==> src/rtl/cpt_seq.sv <==
// Sequential magnitude comparator: latches two WIDTH-bit operands and compares them
// MSB-first, STEP bits per cycle, stopping at the first differing digit.
module cpt_seq #(
    parameter int WIDTH = 16,
    parameter int STEP  = 4
) (
    input  logic             clk,
    input  logic             rst,
    input  logic             start,
    input  logic [WIDTH-1:0] A,
    input  logic [WIDTH-1:0] B,
    input  logic             signed_mode,
    output logic             busy,
    output logic             done,
    output logic             GT,
    output logic             EQ,
    output logic             LT,
    output logic             Y
);
    localparam int N  = WIDTH / STEP;
    localparam int IW = (N > 1) ? $clog2(N) : 1;
    localparam logic [IW-1:0] LAST_IDX = IW'(N - 1);

    typedef enum logic [1:0] {
        IDLE = 2'd0,
        RUN  = 2'd1,
        DONE = 2'd2
    } state_t;

    state_t           state_r;
    state_t           state_s;
    logic [WIDTH-1:0] a_r;
    logic [WIDTH-1:0] b_r;
    logic [IW-1:0]    idx_r;
    logic [STEP-1:0]  digit_a_s;
    logic [STEP-1:0]  digit_b_s;
    logic             differ_s;
    logic             last_s;
    logic             accept_s;
    logic             finish_s;

    // Offset-binary mapping: flipping the sign bit makes signed order match unsigned order.
    function automatic logic [WIDTH-1:0] to_offset(input logic [WIDTH-1:0] v, input logic sgn);
        logic [WIDTH-1:0] mask;
        mask = '0;
        mask[WIDTH-1] = sgn;
        return v ^ mask;
    endfunction

    // Current digit sits in the top STEP bits because the operands shift left each RUN cycle.
    always_comb begin
        digit_a_s = a_r[WIDTH-1 -: STEP];
        digit_b_s = b_r[WIDTH-1 -: STEP];
        differ_s  = (digit_a_s != digit_b_s);
        last_s    = (idx_r == LAST_IDX);
        accept_s  = start && (state_r != RUN);
        finish_s  = (state_r == RUN) && (differ_s || last_s);
    end

    // Next-state logic.
    always_comb begin
        state_s = state_r;
        case (state_r)
            IDLE: begin
                if (start) state_s = RUN;
                else       state_s = IDLE;
            end
            RUN: begin
                if (differ_s || last_s) state_s = DONE;
                else                    state_s = RUN;
            end
            DONE: begin
                if (start) state_s = RUN;
                else       state_s = IDLE;
            end
            default: state_s = IDLE;
        endcase
    end

    // State register.
    always_ff @(posedge clk) begin
        if (rst) state_r <= IDLE;
        else     state_r <= state_s;
    end

    // Operand shifters, digit index, status flags and the held result.
    always_ff @(posedge clk) begin
        if (rst) begin
            a_r   <= '0;
            b_r   <= '0;
            idx_r <= '0;
            busy  <= 1'b0;
            done  <= 1'b0;
            GT    <= 1'b0;
            EQ    <= 1'b0;
            LT    <= 1'b0;
            Y     <= 1'b0;
        end else begin
            busy <= (state_s == RUN);
            done <= (state_s == DONE);
            if (accept_s) begin
                a_r   <= to_offset(A, signed_mode);
                b_r   <= to_offset(B, signed_mode);
                idx_r <= '0;
            end else if (state_r == RUN) begin
                a_r   <= a_r << STEP;
                b_r   <= b_r << STEP;
                idx_r <= idx_r + IW'(1);
            end
            // Result changes only on the edge entering DONE; it holds across later starts.
            if (finish_s) begin
                GT <= (digit_a_s > digit_b_s);
                EQ <= !differ_s;
                LT <= (digit_a_s < digit_b_s);
                Y  <= (digit_a_s > digit_b_s);
            end
        end
    end
endmodule

==> config.mk <==
export PLATFORM = sky130hd
export DESIGN_NAME = cpt_seq
export DESIGN_NICKNAME = d
export VERILOG_FILES = /design/src/rtl/cpt_seq.sv
export SDC_FILE = /design/constraint.sdc
export NUM_CORES = 1
export LEC_CHECK = 0
export ABC_AREA = 1
export CAP_MARGIN = 10
export CORE_ASPECT_RATIO = 1.75
export CORE_MARGIN = 4
export CORE_UTILIZATION = 50
export DETAILED_ROUTE_END_ITERATION = 6
export PLACE_DENSITY = 0.83
export SLEW_MARGIN = 20
export SYNTH_ARGS = -nofsm -noshare
export SYNTH_HDL_FRONTEND = slang
export SYNTH_SLANG_ARGS = --single-unit
==> constraint.sdc <==
create_clock -name clk -period 1.7 [get_ports clk]
set_clock_uncertainty 0.05 [all_clocks]
set_input_delay 0.34 -clock clk [delete_from_list [all_inputs] [get_ports clk]]
set_output_delay 0.34 -clock clk [all_outputs]
set_load 0.01 [all_outputs]
==> out/results.tsv, run 1 <==
metric	value	unit
status	finished clean	
ys_seq_area_frac	0.430	
synth_cell_types	22	
final_cells	367	
overflow	0	
clkPwrFrac	0.286	
cts.path.max_buffers	2	
clock_latency	290	ps
report.final.slew_viol_count	0	
ir_drop	625	uV
drive_above_1_share	0.0779	
cp-end-kind	output pin	
critical_path.max_stage_delay	560	ps
drcViolationCount	0	
synth_warnings	0	
final_common_cell	nand2_1	
synth_fp_nets	315	
placed_area	2390	um^2
path_delay_family	buffers and inverters	
syn2layout_area_growth	29.6	%
finalHoldViolations	0	
hp-class	flop to flop	
finalPower	2.14	mW
power_density	864	nW/um^2
first_pass_iters	4	
r2r-start	b_r[15]	
slew_headroom	0.780	
min_from	a_r[3]	
cap_violations	0	
avgSynthCellArea	6.96	um^2
clock-sinks	41	
swShare	0.276	
dp_slack	41.1	ps
wirelength	3930	um
cp_max_fo	2	
post-route-min-period	1600	ps
clk_pin_slew	80	ps
setup_viol	0	
dp_cells	359	
drt_iter0_drc	30	
core	3660	um^2
port_buffers	41	
netlist_area	1910	um^2
cp.required	1310	ps
grt_setup_unrepaired	no	
critical_path_class	flop to output pin	
viasPerCell	4.68	
hold_buffers	0	
initial_core_util	0.521	
netlist_instances	274	
h-tree-depth	2	
vias	1717	
finalCritPeriodShare	0.940	
final_area	2470	um^2
cts_buffers	5	
grt_usage	0.180	
grt_antenna_before_repair	0	
postLayoutCoreUtil	0.675	
seq_power_share	0.498	
dieArea	4910	um^2
p_switching	0.590	mW
layout.cells.most_common_list	nand2_1 (118), dfxtp_1 (41), clkdlybuf4s50_1 (41), inv_1 (36), nand3_1 (19)	
cts.repair.resized	0	
critPathSlowestCell	clkdlybuf4s50_1	
wl_per_cell	10.7	um
diodes	0	
tns	0	ps
fmax	0.626	GHz
ios	42	
grt_pass1_vias	1600	
crit_chain	clkdlybuf4s50_1	
setup.worst_path.start	EQ	
die_x	54.7	um
dpl.hpwl	2920	um
critPathBufInv	1	
p_leak	1.21	nW
worst_setup_path_start_kind	flop	
fin_nets	361	
ant_nets	0	
ys_ff_latch	41	
grt_max_degree	25	
cts_tree	built	
grt_pass1_wl	6670	um
cts_root_buffer	clkbuf_8	
gp_congestion	0.768	
post_cts.repair.setup_buffers	0	
hold_ws	409	ps
comb_power_share	0.216	
worst_slack	103	ps
tightest_slew	330	ps
arrival	1210	ps
rows	29	
p_int	1.55	mW
die_h	89.7	um
power by group through the flow:
| stage | clock (mW) | sequential (mW) | combinational, mW |
|---|---|---|---|
| after floorplan | 0 | 1.08 | 0.273 |
| after global placement | 0 | 1.08 | 0.453 |
| after detailed placement | 0 | 1.09 | 0.464 |
| after CTS | 0.626 | 1.06 | 0.467 |
| after global routing | 0.656 | 1.07 | 0.521 |
| final | 0.611 | 1.06 | 0.462 |
layer usage:
layer  vias up  track usage  share of wire
met5         -            0              0
met4         0       0.0748          0.023
met3        10       0.0430          0.050
met2        36        0.318           0.53
met1       753        0.187           0.39
li1        918            -              -
cells in the mapped netlist (all sizes together):
master / number / share of area
nand2: 120 / 0.24
dfxtp: 41 / 0.43
inv: 39 / 0.077
nand3: 19 / 0.050
a21oi: 14 / 0.037
nor2: 13 / 0.033
buf: 11 / 0.050
ha: 5 / 0.033
o211ai: 4 / 0.016
xnor2: 2 / 0.0092
a211oi: 1 / 0.0066
clkbuf: 1 / 0.0020
nor3: 1 / 0.0026
o21ai: 1 / 0.0026
o22ai: 1 / 0.0033
xor2: 1 / 0.0046
state kept, by name (all words and copies together), names as in the netlist:
register  flops
b_r          16
a_r          16
LT            1
idx_r         2
state_r       2
busy          1
EQ            1
Y             1
done          1
logic make-up after synthesis:
family	count (synthesis)	synth area share
xor+xnor	3	0.0138
compound gates	21	0.0649
flops	41	0.430
buf+inv	51	0.129
simple gates	153	0.330
fa+ha+maj	5	0.0328
worst paths after layout:
check | end | slack, ps | cells after the start
hold / removal | a_r[3] | 410 | 2
hold reg to reg | a_r[3] | 410 | 2
setup / recovery | EQ | 100 | 1
setup reg to reg | LT | 240 | 9
cell type report:
| type | instances | area [um^2] |
|---|---|---|
| clock buffer | 6 | 72.6 |
| fill | 307 | 1190 |
| clock inverter | 2 | 10.0 |
| timing repair buffer | 51 | 523 |
| tap | 46 | 57.6 |
| inverter | 39 | 146 |
| multi-input combinational | 182 | 842 |
| sequential | 41 | 821 |
Power figures use the tool's default switching activity.
==> run 2: changes to the inputs <==
MAX_ROUTING_LAYER = met4   (was not set)
REMOVE_ABC_BUFFERS = 1   (was not set)
==> out/results.tsv, run 2 (same netlist as run 1, synthesis figures left out) <==
metric	value	unit
status	finished clean	
cp-end-kind	output pin	
clock-sinks	41	
tightest_slew	358	ps
vias	1680	
drcViolationCount	0	
top_regs	a_r (16), b_r (16)	
met3_usage	0.0298	
final_common_cell	nand2_1	
dp_cells	356	
path_delay_family	buffers and inverters	
dieArea	4910	um^2
cts_buffers	5	
fin_nets	358	
critical_path_class	flop to output pin	
cap_violations	0	
grt_use_met1	0.200	
r2r-start	state_r[0]	
report.final.slew_viol_count	0	
cts.path.max_buffers	2	
h-tree-depth	2	
arrival	1180	ps
use_met2	0.312	
syn2layout_area_growth	30.4	%
ios	42	
grt_pass1_vias	1699	
power_density	929	nW/um^2
initial_core_util	0.521	
post-route-min-period	1570	ps
die_h	89.7	um
hold_ws	405	ps
clock_latency	290	ps
drt_iter0_drc	31	
worst_setup_path_start_kind	flop	
layout.cells.most_common_list	nand2_1 (117), dfxtp_1 (41), clkdlybuf4s50_1 (41), inv_1 (36), nand3_1 (19)	
comb_power_share	0.195	
die_x	54.7	um
worst_slack	125	ps
dpl.hpwl	2790	um
ir_drop	1010	uV
port_buffers	41	
diodes	0	
core	3660	um^2
drive_above_1_share	0.0755	
gp_congestion	0.786	
finalCritPeriodShare	0.926	
overflow	0	
grt_usage	0.186	
cp_max_fo	3	
min_from	EQ	
fmax	0.635	GHz
tns	0	ps
cp.required	1310	ps
grt_max_degree	28	
finalPower	2.31	mW
setup.worst_path.start	Y	
setup_viol	0	
viasPerCell	4.62	
critical_path.max_stage_delay	540	ps
ant_nets	0	
dp_slack	22.4	ps
hp-class	flop to flop	
crit_chain	clkdlybuf4s50_1	
clk_pin_slew	70	ps
critPathSlowestCell	clkdlybuf4s50_1	
first_pass_iters	4	
rows	29	
p_switching	0.583	mW
fillers	316	
grt_pass1_wl	6840	um
p_int	1.73	mW
final_area	2490	um^2
busiest_layer	met2	
cts_root_buffer	clkbuf_8	
seq_power_share	0.459	
finalHoldViolations	0	
wl_per_cell	10.6	um
clkPwrFrac	0.346	
wirelength	3870	um
placed_area	2370	um^2
post_cts.repair.setup_buffers	0	
slew_headroom	0.761	
grt_antenna_before_repair	0	
critPathBufInv	1	
cts_tree	built	
swShare	0.252	
grt_setup_unrepaired	no	
final_cells	364	
p_leak	1.21	nW
postLayoutCoreUtil	0.679	
run 2: cell count changes in the layout (fill, tap and decap cells not counted), sizes merged:
cell	change
clkinv	-2
bufinv	+1
clkbuf	+1
buf	-3
run 2: layout make-up:
| cell class | count | area [um^2] | share of cell area |
|---|---|---|---|
| multi-input cells | 182 | 847 | 0.340 |
| flip-flops and latches | 41 | 821 | 0.330 |
| repair buffers | 48 | 500 | 0.201 |
| inverters | 39 | 146 | 0.0588 |
| clock buffers | 7 | 86.3 | 0.0347 |
| well taps | 46 | 57.6 | 0.0231 |
| clock inverters | 1 | 30.0 | 0.0121 |
run 2: final timing paths:
kind | end | slack (ps) | depth (start not counted)
max | GT | 130 | 1
min | EQ | 400 | 2
max reg2reg | a_r[8] | 260 | 8
min reg2reg | EQ | 400 | 2
run 2: routing by layer:
metal  vias up  share of wire  routed length (um)
met5         -              0                   0
met4         0          0.020                  77
met3         5          0.037                 144
met2        29           0.53                2060
met1       736           0.41                1590
li1        910              -                   -
run 2: power groups by stage:
| stage | sequential (mW) | combinational, mW | clock (mW) |
|---|---|---|---|
| detailed placement | 1.09 | 0.447 | 0 |
| global route | 1.07 | 0.514 | 0.853 |
| CTS | 1.06 | 0.450 | 0.827 |
| finish | 1.06 | 0.450 | 0.800 |
| global placement | 1.08 | 0.439 | 0 |
| floorplan | 1.09 | 0.230 | 0 |
run 2: timing repair:
item / CTS / global route
hold buffers: 0 / 0
resized for setup: 0 / 2
endpoints found under the setup margin: 0 / 2
==> run 3: changes to the inputs <==
CORE_MARGIN = not set   (was 4)
==> out/results.tsv, run 3 (same netlist as run 1, synthesis figures left out) <==
metric	value	unit
core	3630	um^2
cp_max_fo	3	
post-route-min-period	1580	ps
clkPwrFrac	0.276	
crit_chain	clkdlybuf4s50_1	
ir_drop	872	uV
top_regs	a_r (16), b_r (16)	
r2r-start	b_r[15]	
wirelength	3890	um
ant_nets	0	
finalCritPeriodShare	0.929	
grt_antenna_before_repair	0	
worst_slack	120	ps
seq_power_share	0.509	
dp_slack	67.5	ps
clk_pin_slew	70	ps
final_common_cell	nand2_1	
wl_per_cell	10.6	um
rows	29	
finalHoldViolations	0	
first_pass_iters	4	
worst_setup_path_start_kind	flop	
critical_path_class	flop to output pin	
grt_usage	0.221	
grt_max_degree	18	
arrival	1190	ps
setup_viol	0	
slew_headroom	0.768	
critPathSlowestCell	clkdlybuf4s50_1	
fillers	330	
layout.cells.most_common_list	nand2_1 (117), dfxtp_1 (41), clkdlybuf4s50_1 (41), inv_1 (36), nand3_1 (19)	
multi_input_area	845	um^2
cts_tree	built	
h-tree-depth	2	
drt_iter0_drc	36	
comb_power_share	0.215	
p_int	1.52	mW
clock-sinks	41	
setup.worst_path.start	Y	
grt_setup_unrepaired	no	
p_leak	1.20	nW
path_delay_family	buffers and inverters	
p_switching	0.569	mW
clock_latency	290	ps
grt_pass1_wl	6800	um
tightest_slew	347	ps
overflow	0	
report.final.slew_viol_count	0	
diodes	0	
cp-end-kind	output pin	
dpl.hpwl	2840	um
vias	1767	
cap_violations	0	
viasPerCell	4.83	
min_from	EQ	
swShare	0.272	
finalPower	2.09	mW
fmax	0.633	GHz
syn2layout_area_growth	28.3	%
ios	42	
drive_above_1_share	0.0813	
die_x	48.7	um
drcViolationCount	0	
tns	0	ps
post_cts.repair.setup_buffers	0	
die_h	83.7	um
hold_ws	406	ps
grt_pass1_vias	1681	
status	finished clean	
cts_buffers	5	
seqCellArea	821	um^2
gp_congestion	0.798	
power_density	852	nW/um^2
fin_nets	362	
dieArea	4080	um^2
port_buffers	41	
critical_path.max_stage_delay	540	ps
cts.path.max_buffers	2	
cts_root_buffer	clkbuf_8	
cp.required	1310	ps
hp-class	flop to flop	
initial_core_util	0.526	
critPathBufInv	1	
-- run 3: cell types whose count changed in the layout (fill, tap and decap cells not counted), sizes merged --
cell,delta
buf,+4
bufinv,-1
clkbuf,-2
clkinv,+1
-- run 3: worst paths after layout --
| path | endpoint | slack (ps) | depth (start not counted) |
|---|---|---|---|
| hold reg to reg | EQ | 410 | 2 |
| hold / removal | EQ | 410 | 2 |
| setup / recovery | GT | 120 | 1 |
| setup reg to reg | Y | 220 | 8 |
-- run 3: power groups by stage --
| stage | logic, mW | registers (mW) | clock network (mW) |
|---|---|---|---|
| 2_1_floorplan | 0.230 | 1.09 | 0 |
| 3_3_place_gp | 0.437 | 1.08 | 0 |
| 3_5_place_dp | 0.446 | 1.09 | 0 |
| 4_1_cts | 0.449 | 1.06 | 0.588 |
| 5_1_grt | 0.506 | 1.07 | 0.626 |
| 6_report | 0.449 | 1.06 | 0.575 |
-- run 3: stage by stage --
stage | utilization | instances | area [um^2]
2_1_floorplan | - | 262 | 1810
3_3_place_gp | 0.654 | 360 | 2370
3_5_place_dp | 0.654 | 360 | 2370
4_1_cts | 0.674 | 366 | 2450
5_1_grt | 0.675 | 366 | 2450
6_report | 0.675 | 366 | 2450
-- run 3: layer usage --
layer / GRT usage / part of all wire
met1: 0.207 / 0.40
met2: 0.404 / 0.53
met3: 0.0546 / 0.042
met4: 0.107 / 0.025
met5: - / 0
-- run 3: worst min-delay path, delay by kind of cell, from the launching register on --
family,cells,cell delay (ps)
AO/OA/AOI/OAI,1,50
flip-flops,1,310
buffers and inverters,1,50
-- run 3: layout make-up --
class / instances / share of cell area
clock buffer: 5 / 0.0281
tap: 46 / 0.0235
inverter: 39 / 0.0598
timing repair buffer: 52 / 0.206
multi-input combinational: 182 / 0.345
clock inverter: 1 / 0.00204
sequential: 41 / 0.335
-- run 3: repair_timing --
| action | 4_1_cts | 5_1_grt |
|---|---|---|
| resized for setup | 0 | 1 |
| setup endpoints to repair | 0 | 2 |
| hold buffers | 0 | 0 |
